`src/rtl/cnn_pkg.sv`:
```
// Shared types and helpers for the CNN streaming blocks.
//   pixel_t      : one default-width pixel
//   pool_state_e : row phase of the 2x2 max-pool stage
//   ceil_div     : integer ceiling division
//   cnt_width    : counter width able to hold 0..n-1 (never zero bits)
package cnn_pkg;

   localparam int PIXEL_WIDTH = 8;

   typedef logic [PIXEL_WIDTH-1:0] pixel_t;

   typedef enum logic [1:0] {
      S_EVEN = 2'd0,
      S_ODD  = 2'd1,
      S_DROP = 2'd2
   } pool_state_e;

   function automatic int ceil_div(input int a, input int b);
      return (a + b - 1) / b;
   endfunction

   // A counter for a range of one still needs a single bit.
   function automatic int cnt_width(input int n);
      return (n < 2) ? 1 : $clog2(n);
   endfunction

endpackage

```
`src/rtl/pool_line_buf.sv`:
```
// Line buffer holding the horizontally reduced even row.
//   clk     : clock
//   wr_en   : write the entry at addr
//   addr    : beat index, shared by the write and read ports
//   wr_data : reduced even-row beat
//   rd_data : asynchronous read of the entry at addr
// Contents are not reset; every entry is written in the even row before
// the odd row reads it.
module pool_line_buf #(
   parameter int DEPTH = 7,
   parameter int WIDTH = 32,
   parameter int AW    = 3
) (
   input  logic             clk,
   input  logic             wr_en,
   input  logic [AW-1:0]    addr,
   input  logic [WIDTH-1:0] wr_data,
   output logic [WIDTH-1:0] rd_data
);

   logic [WIDTH-1:0] mem [DEPTH];

   always_ff @(posedge clk) begin
      if (wr_en) mem[addr] <= wr_data;
   end

   assign rd_data = mem[addr];

endmodule

```
`src/rtl/max_pool_stream.sv`:
```
// 2x2 stride-2 max-pooling stage on a row-major pixel stream.
//   clk, rst   : clock, asynchronous active-high reset
//   in_data    : LANES pixels, lane 0 (leftmost) in the LSBs
//   in_valid   : input beat valid
//   in_ready   : input beat accepted this cycle
//   out_data   : LANES/2 pooled pixels, lane 0 in the LSBs
//   out_valid  : pooled beat valid
//   out_ready  : downstream accepts the pooled beat
//   out_last   : final pooled beat of the frame
//   frame_done : one-cycle pulse after the final pooled beat is taken
//   state      : current row phase, for observation
//
// Handshake: a beat transfers on a clock edge where valid && ready. Once
// out_valid is high, out_data/out_last stay constant until out_ready.
// Even rows are reduced horizontally into the line buffer; odd rows are
// reduced and merged with the buffered row to form one pooled beat per
// input beat. A trailing unpaired row (odd H_IN) is consumed and dropped.
module max_pool_stream
   import cnn_pkg::*;
#(
   parameter int DATA_WIDTH = 8,
   parameter int LANES      = 8,
   parameter int W_IN       = 56,
   parameter int H_IN       = 56,
   parameter int C          = 64,
   parameter int SIGNED     = 1
) (
   input  logic                              clk,
   input  logic                              rst,
   input  logic [LANES*DATA_WIDTH-1:0]       in_data,
   input  logic                              in_valid,
   output logic                              in_ready,
   output logic [(LANES/2)*DATA_WIDTH-1:0]   out_data,
   output logic                              out_valid,
   input  logic                              out_ready,
   output logic                              out_last,
   output logic                              frame_done,
   output pool_state_e                       state
);

   localparam int BEATS  = W_IN / LANES;
   localparam int HALF   = LANES / 2;
   localparam int OW     = HALF * DATA_WIDTH;
   localparam int BEAT_W = cnt_width(BEATS);
   localparam int ROW_W  = cnt_width(H_IN);
   localparam int CH_W   = cnt_width(C);
   // Odd row that closes the final pooled row of a channel.
   localparam int LAST_ODD_ROW = (H_IN / 2) * 2 - 1;
   localparam bit H_ODD = (H_IN % 2) == 1;

   function automatic logic gt(input logic [DATA_WIDTH-1:0] x,
                               input logic [DATA_WIDTH-1:0] y);
      if (SIGNED != 0) return $signed(x) > $signed(y);
      else             return x > y;
   endfunction

   pool_state_e state_q, state_d;
   logic [BEAT_W-1:0] beat_cnt;
   logic [ROW_W-1:0]  row_cnt;
   logic [CH_W-1:0]   ch_cnt;
   logic accept, beat_end, row_end, ch_end;
   logic buf_wr, odd_acc;
   logic [OW-1:0] h, buf_rd, pooled;

   assign accept   = in_valid && in_ready;
   assign beat_end = (beat_cnt == BEAT_W'(BEATS - 1));
   assign row_end  = (row_cnt == ROW_W'(H_IN - 1));
   assign ch_end   = (ch_cnt == CH_W'(C - 1));
   assign state    = state_q;

   // Position counters advance on accepted input beats only.
   always_ff @(posedge clk or posedge rst) begin
      if (rst) begin
         beat_cnt <= '0;
         row_cnt  <= '0;
         ch_cnt   <= '0;
      end else if (accept) begin
         if (beat_end) begin
            beat_cnt <= '0;
            if (row_end) begin
               row_cnt <= '0;
               ch_cnt  <= ch_end ? '0 : ch_cnt + 1'b1;
            end else begin
               row_cnt <= row_cnt + 1'b1;
            end
         end else begin
            beat_cnt <= beat_cnt + 1'b1;
         end
      end
   end

   // FSM: state register
   always_ff @(posedge clk or posedge rst) begin
      if (rst) state_q <= S_EVEN;
      else     state_q <= state_d;
   end

   // FSM: next state, changes only at the end of a row
   always_comb begin
      state_d = state_q;
      if (accept && beat_end) begin
         case (state_q)
            S_EVEN:  state_d = S_ODD;
            S_ODD:   state_d = (H_ODD && (row_cnt == ROW_W'(H_IN - 2))) ? S_DROP : S_EVEN;
            default: state_d = S_EVEN;
         endcase
      end
   end

   // FSM: outputs. Only the odd row can stall, and only while a pooled
   // beat is waiting that will not drain this cycle.
   always_comb begin
      in_ready = 1'b1;
      buf_wr   = 1'b0;
      odd_acc  = 1'b0;
      case (state_q)
         S_EVEN: buf_wr = in_valid;
         S_ODD: begin
            in_ready = !out_valid || out_ready;
            odd_acc  = in_valid && (!out_valid || out_ready);
         end
         default: ;
      endcase
   end

   for (genvar i = 0; i < HALF; i++) begin : g_lane
      logic [DATA_WIDTH-1:0] a, b, p, m;
      assign a = in_data[2*i*DATA_WIDTH +: DATA_WIDTH];
      assign b = in_data[(2*i+1)*DATA_WIDTH +: DATA_WIDTH];
      assign h[i*DATA_WIDTH +: DATA_WIDTH] = gt(a, b) ? a : b;
      assign p = buf_rd[i*DATA_WIDTH +: DATA_WIDTH];
      assign m = h[i*DATA_WIDTH +: DATA_WIDTH];
      assign pooled[i*DATA_WIDTH +: DATA_WIDTH] = gt(p, m) ? p : m;
   end

   pool_line_buf #(
      .DEPTH (BEATS),
      .WIDTH (OW),
      .AW    (BEAT_W)
   ) u_line_buf (
      .clk     (clk),
      .wr_en   (buf_wr),
      .addr    (beat_cnt),
      .wr_data (h),
      .rd_data (buf_rd)
   );

   // Output register. A new odd beat and a drain on the same edge keep
   // out_valid high with the new data, so there is no bubble.
   always_ff @(posedge clk or posedge rst) begin
      if (rst) begin
         out_valid  <= 1'b0;
         out_data   <= '0;
         out_last   <= 1'b0;
         frame_done <= 1'b0;
      end else begin
         frame_done <= out_valid && out_ready && out_last;
         if (odd_acc) begin
            out_valid <= 1'b1;
            out_data  <= pooled;
            out_last  <= beat_end && (row_cnt == ROW_W'(LAST_ODD_ROW)) && ch_end;
         end else if (out_ready) begin
            out_valid <= 1'b0;
         end
      end
   end

endmodule

```
`config.mk`:
```
export PLATFORM = sky130hd
export DESIGN_NAME = max_pool_stream
export DESIGN_NICKNAME = d
export VERILOG_FILES = /design/src/rtl/cnn_pkg.sv /design/src/rtl/pool_line_buf.sv /design/src/rtl/max_pool_stream.sv
export SDC_FILE = /design/constraint.sdc
export NUM_CORES = 1
export LEC_CHECK = 0
export CAP_MARGIN = 30
export CELL_PAD_IN_SITES_DETAIL_PLACEMENT = 1
export CELL_PAD_IN_SITES_GLOBAL_PLACEMENT = 2
export CORE_AREA = 2 2 175 177
export CTS_BUF_LIST = sky130_fd_sc_hd__clkbuf_4 sky130_fd_sc_hd__clkbuf_8
export CTS_CLUSTER_SIZE = 40
export DETAILED_ROUTE_END_ITERATION = 16
export DIE_AREA = 0 0 177 179
export PLACE_DENSITY_LB_ADDON = 0.1
export SLEW_MARGIN = 20
export SYNTH_ARGS = -nofsm -noshare
export SYNTH_HDL_FRONTEND = slang
export SYNTH_SLANG_ARGS = --single-unit
```
`constraint.sdc`:
```
create_clock -name clk -period 15.7 [get_ports clk]
set_clock_uncertainty 0.2 [all_clocks]
set_input_delay 1.57 -clock clk [delete_from_list [all_inputs] [get_ports clk]]
set_output_delay 1.57 -clock clk [all_outputs]
set_load 0.01 [all_outputs]
```
* Word-level counts from Yosys, hierarchy flattened
Memories as Yosys holds them, arrays and structs flattened.
Cells that the tools add are included.
** Cells by class
- Reduce and logical (&&, ||, !) cells :: 13
- Add/sub/neg operators :: 3
- Muxes and demuxes :: 19
- Order comparisons :: 8
- Equality and inequality tests :: 4
** Operator list (count)
- > comparator 8 bit :: 8
- 2-to-1 mux 8 bit :: 8
- adder 6 x 1 -> 6 bit (second input constant) :: 2
- == test 6 bit (second input constant) :: 2
- 2-to-1 mux 6 bit :: 2
- 2-to-1 mux 1 bit :: 8
- logical AND 1 bit :: 7
- adder 3 x 1 -> 3 bit (second input constant) :: 1
- == test 3 bit (second input constant) :: 1
- 2-to-1 mux 3 bit :: 1
- AND reduction 3 bit :: 1
- == test 2 x 1 -> 1 bit (second input constant) :: 1
- zero test 2 bit :: 1
- AND reduction 2 bit :: 1
- nonzero test 2 bit :: 1
- zero test 1 bit :: 1
- logical OR 1 bit :: 1
** Word-level totals
- Flip-flop bits (word level) :: 52
- Input bits :: 68
- Memories :: 1
- Memory bits (writable) :: 224
- Output and inout bits :: 38
** Memory list
- u_line_buf.mem :: depth 7, bits a word 32, rd ports 1, clocked after Yosys merged registers in 0, write ports 1, line pool_line_buf.sv:21 : logic [WIDTH-1:0] mem [DEPTH];

* Depth between registers and ports, before layout
- Word-level depth :: 5
- Gate-level depth with buffers :: 17
- Depth with buffers taken out :: 15

* By module
A second synthesis with hierarchy kept.
** Unflattened totals
- Cells, all modules :: 994
- Area, all modules :: 13080.0 µm²
** Modules (own cells, without submodules)
- pool_line_buf :: cells an instance 487, instances 1, area each 8734.6 µm², sequential area each 6726.5 µm²
- max_pool_stream :: cells an instance 507, instances 1, area each 4345.4 µm², sequential area each 1276.2 µm²

* Least setup slack after synthesis
Ideal clock, no wire load.
- Kind :: in2reg
- Start point :: in in_valid
- End point :: mem u_line_buf.mem[2][0], enable pin
- Required time :: 14987 ps
- Stages on the path :: 2
- Buffers on the path :: 0
- Arrival :: 5062 ps
- Path slack :: 9925 ps
- Path through :: nand2b_1 > nor4b_1
** On the way
- Longest elaborated chain between the ends :: 3
** RTL lines
- from (decl) :: line max_pool_stream.sv:31 : input logic in_valid,
- 2-to-1 mux 1 bit :: line max_pool_stream.sv:116 : case (state_q)
- 2-to-1 mux 1 bit :: line pool_line_buf.sv:24 : if (wr_en) mem[addr] <= wr_data;
- 2-to-1 mux 1 bit (implied by the code) :: line pool_line_buf.sv:24
- to (decl) :: line pool_line_buf.sv:21
No other way between the ends.

* Worst setup path after layout
- Start point :: in in_data[15]
- End point :: reg out_data[3]
** On the way
- Longest elaborated chain between the ends :: 4
** RTL lines
- from (decl) :: line max_pool_stream.sv:30 : input logic [LANES*DATA_WIDTH-1:0] in_data,
- > comparator 8 bit :: line max_pool_stream.sv:53 : if (SIGNED != 0) return $signed(x) > $signed(y);
- 2-to-1 mux 8 bit :: line max_pool_stream.sv:130 : assign h[i*DATA_WIDTH +: DATA_WIDTH] = gt(a, b) ? a : b;
- via g_lane[0].m[0] :: line max_pool_stream.sv:127 : logic [DATA_WIDTH-1:0] a, b, p, m;
- > comparator 8 bit :: line max_pool_stream.sv:53
- 2-to-1 mux 8 bit :: line max_pool_stream.sv:133 : assign pooled[i*DATA_WIDTH +: DATA_WIDTH] = gt(p, m) ? p : m;
- to (signal assigned) :: line max_pool_stream.sv:160 : out_data <= pooled;
- to (decl) :: line max_pool_stream.sv:33 : output logic [(LANES/2)*DATA_WIDTH-1:0] out_data,
The timed path passes the listed nets, and every way through them passes these cells.
A chain may end at the register's enable or synchronous reset.

==> Implementation_results.wiki <==
{| class="wikitable"
! Metric !! Value
|-
| Overall via count from detail_route || 9151
|-
| Number of synthesized flops with an enable pin || 224
|-
| Maximum net fanout on the critical path || 16
|-
| Synthesized netlist cell count || 1046
|-
| Share of flip-flops with an asynchronous set or reset || 18.5%
|-
| Period utilization || 35.3%
|-
| Pin count of the biggest net entering global routing || 67
|-
| Power density over the cells || 178 nW/um^2
|-
| Initial DRC Count || 563
|-
| Number of warning messages in the yosys log || 0
|-
| Grt ovf || 0
|-
| Startpoint-to-endpoint class of the critical path || input pin to register
|-
| Area share of and/or/nand/nor cells after synthesis || 10.3%
|-
| Half-perimeter wire length after placement || 22300 um
|-
| 1st-pass router iterations || 4
|-
| Max_cap viols || 0
|-
| Count of unresolved DRC violations after routing || 0
|-
| Mean area per synthesized cell || 13.0 um^2
|-
| Root Driver || sky130_fd_sc_hd__clkbuf_8
|-
| F_max || 0.181 GHz
|-
| Routability Congestion || 0.785
|-
| Cts hold-fix bufs || 0
|-
| Final number of max-transition violations || 0
|-
| Fraction of the mapped netlist area in adder cells || 6.09%
|-
| Antenna violations before repair || 0
|-
| Count of endpoints failing setup in the final report || 0
|-
| Unrepaired setup endpoints after global routing || no
|-
| Type of destination of the critical path || register
|-
| Total clock buffers created by CTS || 45
|-
| Placement Cell Area || 15000 um^2
|-
| Fraction of final layout cells with drive strength greater than 1 || 15.9%
|-
| Multiplexer area fraction after synthesis || 2.72%
|-
| Mapped Nets || 1180
|-
| Class of the tightest hold or removal check || register to register
|-
| Aggregate negative setup slack || 0 ns
|-
| Wire length of the first global-routing pass || 53400 um
|-
| Share of Yosys cell area claimed by the top area cell type || 49.6%
|-
| Synthesized-area fraction occupied by xor and xnor cells || 0.452%
|-
| Most used standard cells in the synthesized netlist || 224 x sky130_fd_sc_hd__edfxtp_1, 93 x sky130_fd_sc_hd__a22o_1, 73 x sky130_fd_sc_hd__inv_1
|-
| Total Routed Length || 34100 um
|-
| Port Buf Inserts || 104
|-
| Horizontal die dimension || 177 um
|-
| Total die area || 31700 um^2
|-
| Total of cells resized after clock tree synthesis || 0
|-
| Final #Nets || 1304
|-
| Register clock-pin slew on the reported worst setup and hold paths || 0.06 ns
|-
| Endpoint required time on the critical path || 15.94 ns
|-
| Highest ir drop seen on vdd || 0.0000782 V
|-
| FP Rows || 64
|-
| Clock tree from TritonCTS || built
|-
| Leak Pwr || 6.12 nW
|-
| Outcome || finished, final reports clean
|-
| Headroom to the max-slew limit || 35.9%
|-
| Area contributors post-synth || sky130_fd_sc_hd__edfxtp_1 50%, sky130_fd_sc_hd__dfrtp_1 9.4%, sky130_fd_sc_hd__ha_1 6.1%
|-
| Most used flip-flop cell after synthesis || sky130_fd_sc_hd__edfxtp_1
|-
| Startpoint type of the worst setup path || input pin
|-
| Floorplan die height || 179 um
|-
| Vias in the first global route || 9470
|-
| Arr. time, crit path || 5.77 ns
|-
| Total area of multi-input combinational cells || 5000 um^2
|-
| Final instance area || 16000 um^2
|-
| Number of levels the H-tree was split into || 2
|-
| Area growth from synthesis to layout || 17.9%
|-
| Starting Density || 45.1%
|-
| Part of the Yosys area used for sequential elements || 59.1%
|-
| Gr usage total || 21.9%
|-
| Minimum clock period after layout || 5.54 ns
|-
| Top-level I/O count || 106
|-
| Netlist cell types || 58
|-
| CTS sink cnt || 275
|-
| Routed WL per cell || 21.3 um
|-
| Worst-case clock buffer depth || 3
|-
| Dominant combinational cell family by area after synthesis || compound AO/OA/AOI/OAI gates
|-
| Post-synthesis compound-gate area fraction || 17.1%
|-
| Fill cell total of the finished layout || 3048
|-
| Setup repair bufs after CTS || 0
|-
| Dominant cell by count in the synthesized netlist || sky130_fd_sc_hd__edfxtp_1
|-
| Area taken by flip-flops and latches || 8000 um^2
|-
| Slew at the pin closest to its max-slew limit || 0.952 ns
|-
| N_diodes || 0
|-
| Number of register bits inferred by synthesis || 275
|-
| Mapped Area || 13600 um^2
|-
| Hold violation count in the final report || 0
|-
| Latest clock arrival within the worst-skew pair || 0.56 ns
|-
| Number of antenna-violating nets in the routed design || 0
|-
| Vias per cell || 5.72
|-
| Placeable core region || 30000 um^2
|-
| Cell type with the highest aggregate area in the netlist || sky130_fd_sc_hd__edfxtp_1
|}
area by class of cell:
type / count / share of cell area, %
well taps: 396 / 3.10
flip-flops and latches: 275 / 50.1
repair buffers: 129 / 7.69
inverters: 73 / 1.72
clock inverters: 15 / 0.830
clock buffers: 67 / 5.26
multi-input cells: 646 / 31.3
power breakdown:
group	leakage, nW	total, mW	internal (mW)	switching [mW]
logic	2.92	1.18	0.512	0.672
registers	2.68	0.991	0.923	0.0680
clock network	0.517	0.661	0.378	0.283
metal layers:
metal  track usage, %  vias to the layer above  part of all wire (%)
met5                0                        -                     0
met2             36.7                      214                    47
met1             30.2                     4625                    47
li1                 -                     4281                     -
met4             5.13                        0                   1.1
met3             3.39                       31                   4.4
kinds of logic after synthesis:
logic type,after synthesis
compound gates,280
xor+xnor,7
fa+ha+maj,66
buf+inv,125
flops,275
mux,35
other cells,1
simple gates,257
registers in the layout (all words and copies together), names as in the netlist:
register and flops:
u_line_buf.mem 224, out_data 32, ch_cnt 6, row_cnt 6, beat_cnt 3, frame_done 1
out_last 1, out_valid 1, state 1
worst max-delay path, stage by stage:
cell	delay, ns
sky130_fd_sc_hd__clkdlybuf4s50_1	0.45
sky130_fd_sc_hd__inv_1	0.05
sky130_fd_sc_hd__ha_1	0.34
sky130_fd_sc_hd__nand2b_1	0.46
sky130_fd_sc_hd__inv_1	0.14
sky130_fd_sc_hd__nor3_2	0.46
sky130_fd_sc_hd__nor2_1	0.13
sky130_fd_sc_hd__o21ai_0	0.77
sky130_fd_sc_hd__ha_1	0.37
sky130_fd_sc_hd__a41oi_1	0.20
sky130_fd_sc_hd__a21oi_1	0.09
sky130_fd_sc_hd__a31oi_1	0.14
sky130_fd_sc_hd__buf_4	0.25
sky130_fd_sc_hd__a31oi_1	0.12
sky130_fd_sc_hd__a22o_1	0.23
per-stage QoR:
stage	util (%)	setup slack, ns	hold slack [ns]	total power, mW	instances
global route	53.2	9.85	0.318	3.03	1601
finish	53.2	10.17	0.292	2.84	1601
CTS	53.2	10.22	0.290	2.87	1601
floorplan	-	9.92	0.239	1.79	1046
detailed placement	50.0	9.63	0.278	2.20	1519
global placement	50.0	9.71	0.265	2.18	1519
path summary, 6_finish.rpt:
path	startpoint	to	slack, ns	cells past startpoint
min in group asynchronous	rst	row_cnt[0]	1.35	3
hold / removal	ch_cnt[4]	ch_cnt[4]	0.29	1
hold reg to reg	ch_cnt[4]	ch_cnt[4]	0.29	1
max in group asynchronous	rst	beat_cnt[2]	13.41	3
setup reg to reg	beat_cnt[1]	out_data[9]	10.84	15
setup / recovery	in_data[15]	out_data[3]	10.17	15
cell usage in the layout, fill, tap and decap left out, types with 5 or more instances in the layout:
master | synthesis | layout
sky130_fd_sc_hd__a21o_1 | 5 | 5
sky130_fd_sc_hd__a21oi_1 | 39 | 39
sky130_fd_sc_hd__a22o_1 | 93 | 93
sky130_fd_sc_hd__a22oi_1 | 12 | 12
sky130_fd_sc_hd__a311o_1 | 28 | 28
sky130_fd_sc_hd__a31oi_1 | 57 | 57
sky130_fd_sc_hd__and2_1 | 6 | 5
sky130_fd_sc_hd__buf_4 | 6 | 25
sky130_fd_sc_hd__clkbuf_4 | 0 | 13
sky130_fd_sc_hd__clkbuf_8 | 0 | 54
sky130_fd_sc_hd__clkdlybuf4s50_1 | 0 | 104
sky130_fd_sc_hd__clkinv_2 | 0 | 6
sky130_fd_sc_hd__dfrtp_1 | 51 | 50
sky130_fd_sc_hd__edfxtp_1 | 224 | 224
sky130_fd_sc_hd__ha_1 | 66 | 66
sky130_fd_sc_hd__inv_1 | 73 | 72
sky130_fd_sc_hd__mux2_2 | 15 | 15
sky130_fd_sc_hd__mux2i_1 | 20 | 20
sky130_fd_sc_hd__nand2_1 | 49 | 49
sky130_fd_sc_hd__nand2b_1 | 6 | 6
sky130_fd_sc_hd__nand4_1 | 11 | 11
sky130_fd_sc_hd__nor2_1 | 67 | 66
sky130_fd_sc_hd__nor2b_1 | 15 | 15
sky130_fd_sc_hd__nor3_1 | 33 | 32
sky130_fd_sc_hd__nor3_2 | 9 | 10
sky130_fd_sc_hd__o21ai_0 | 16 | 16
sky130_fd_sc_hd__or2_2 | 26 | 26
(Power assumes the default switching activity.)
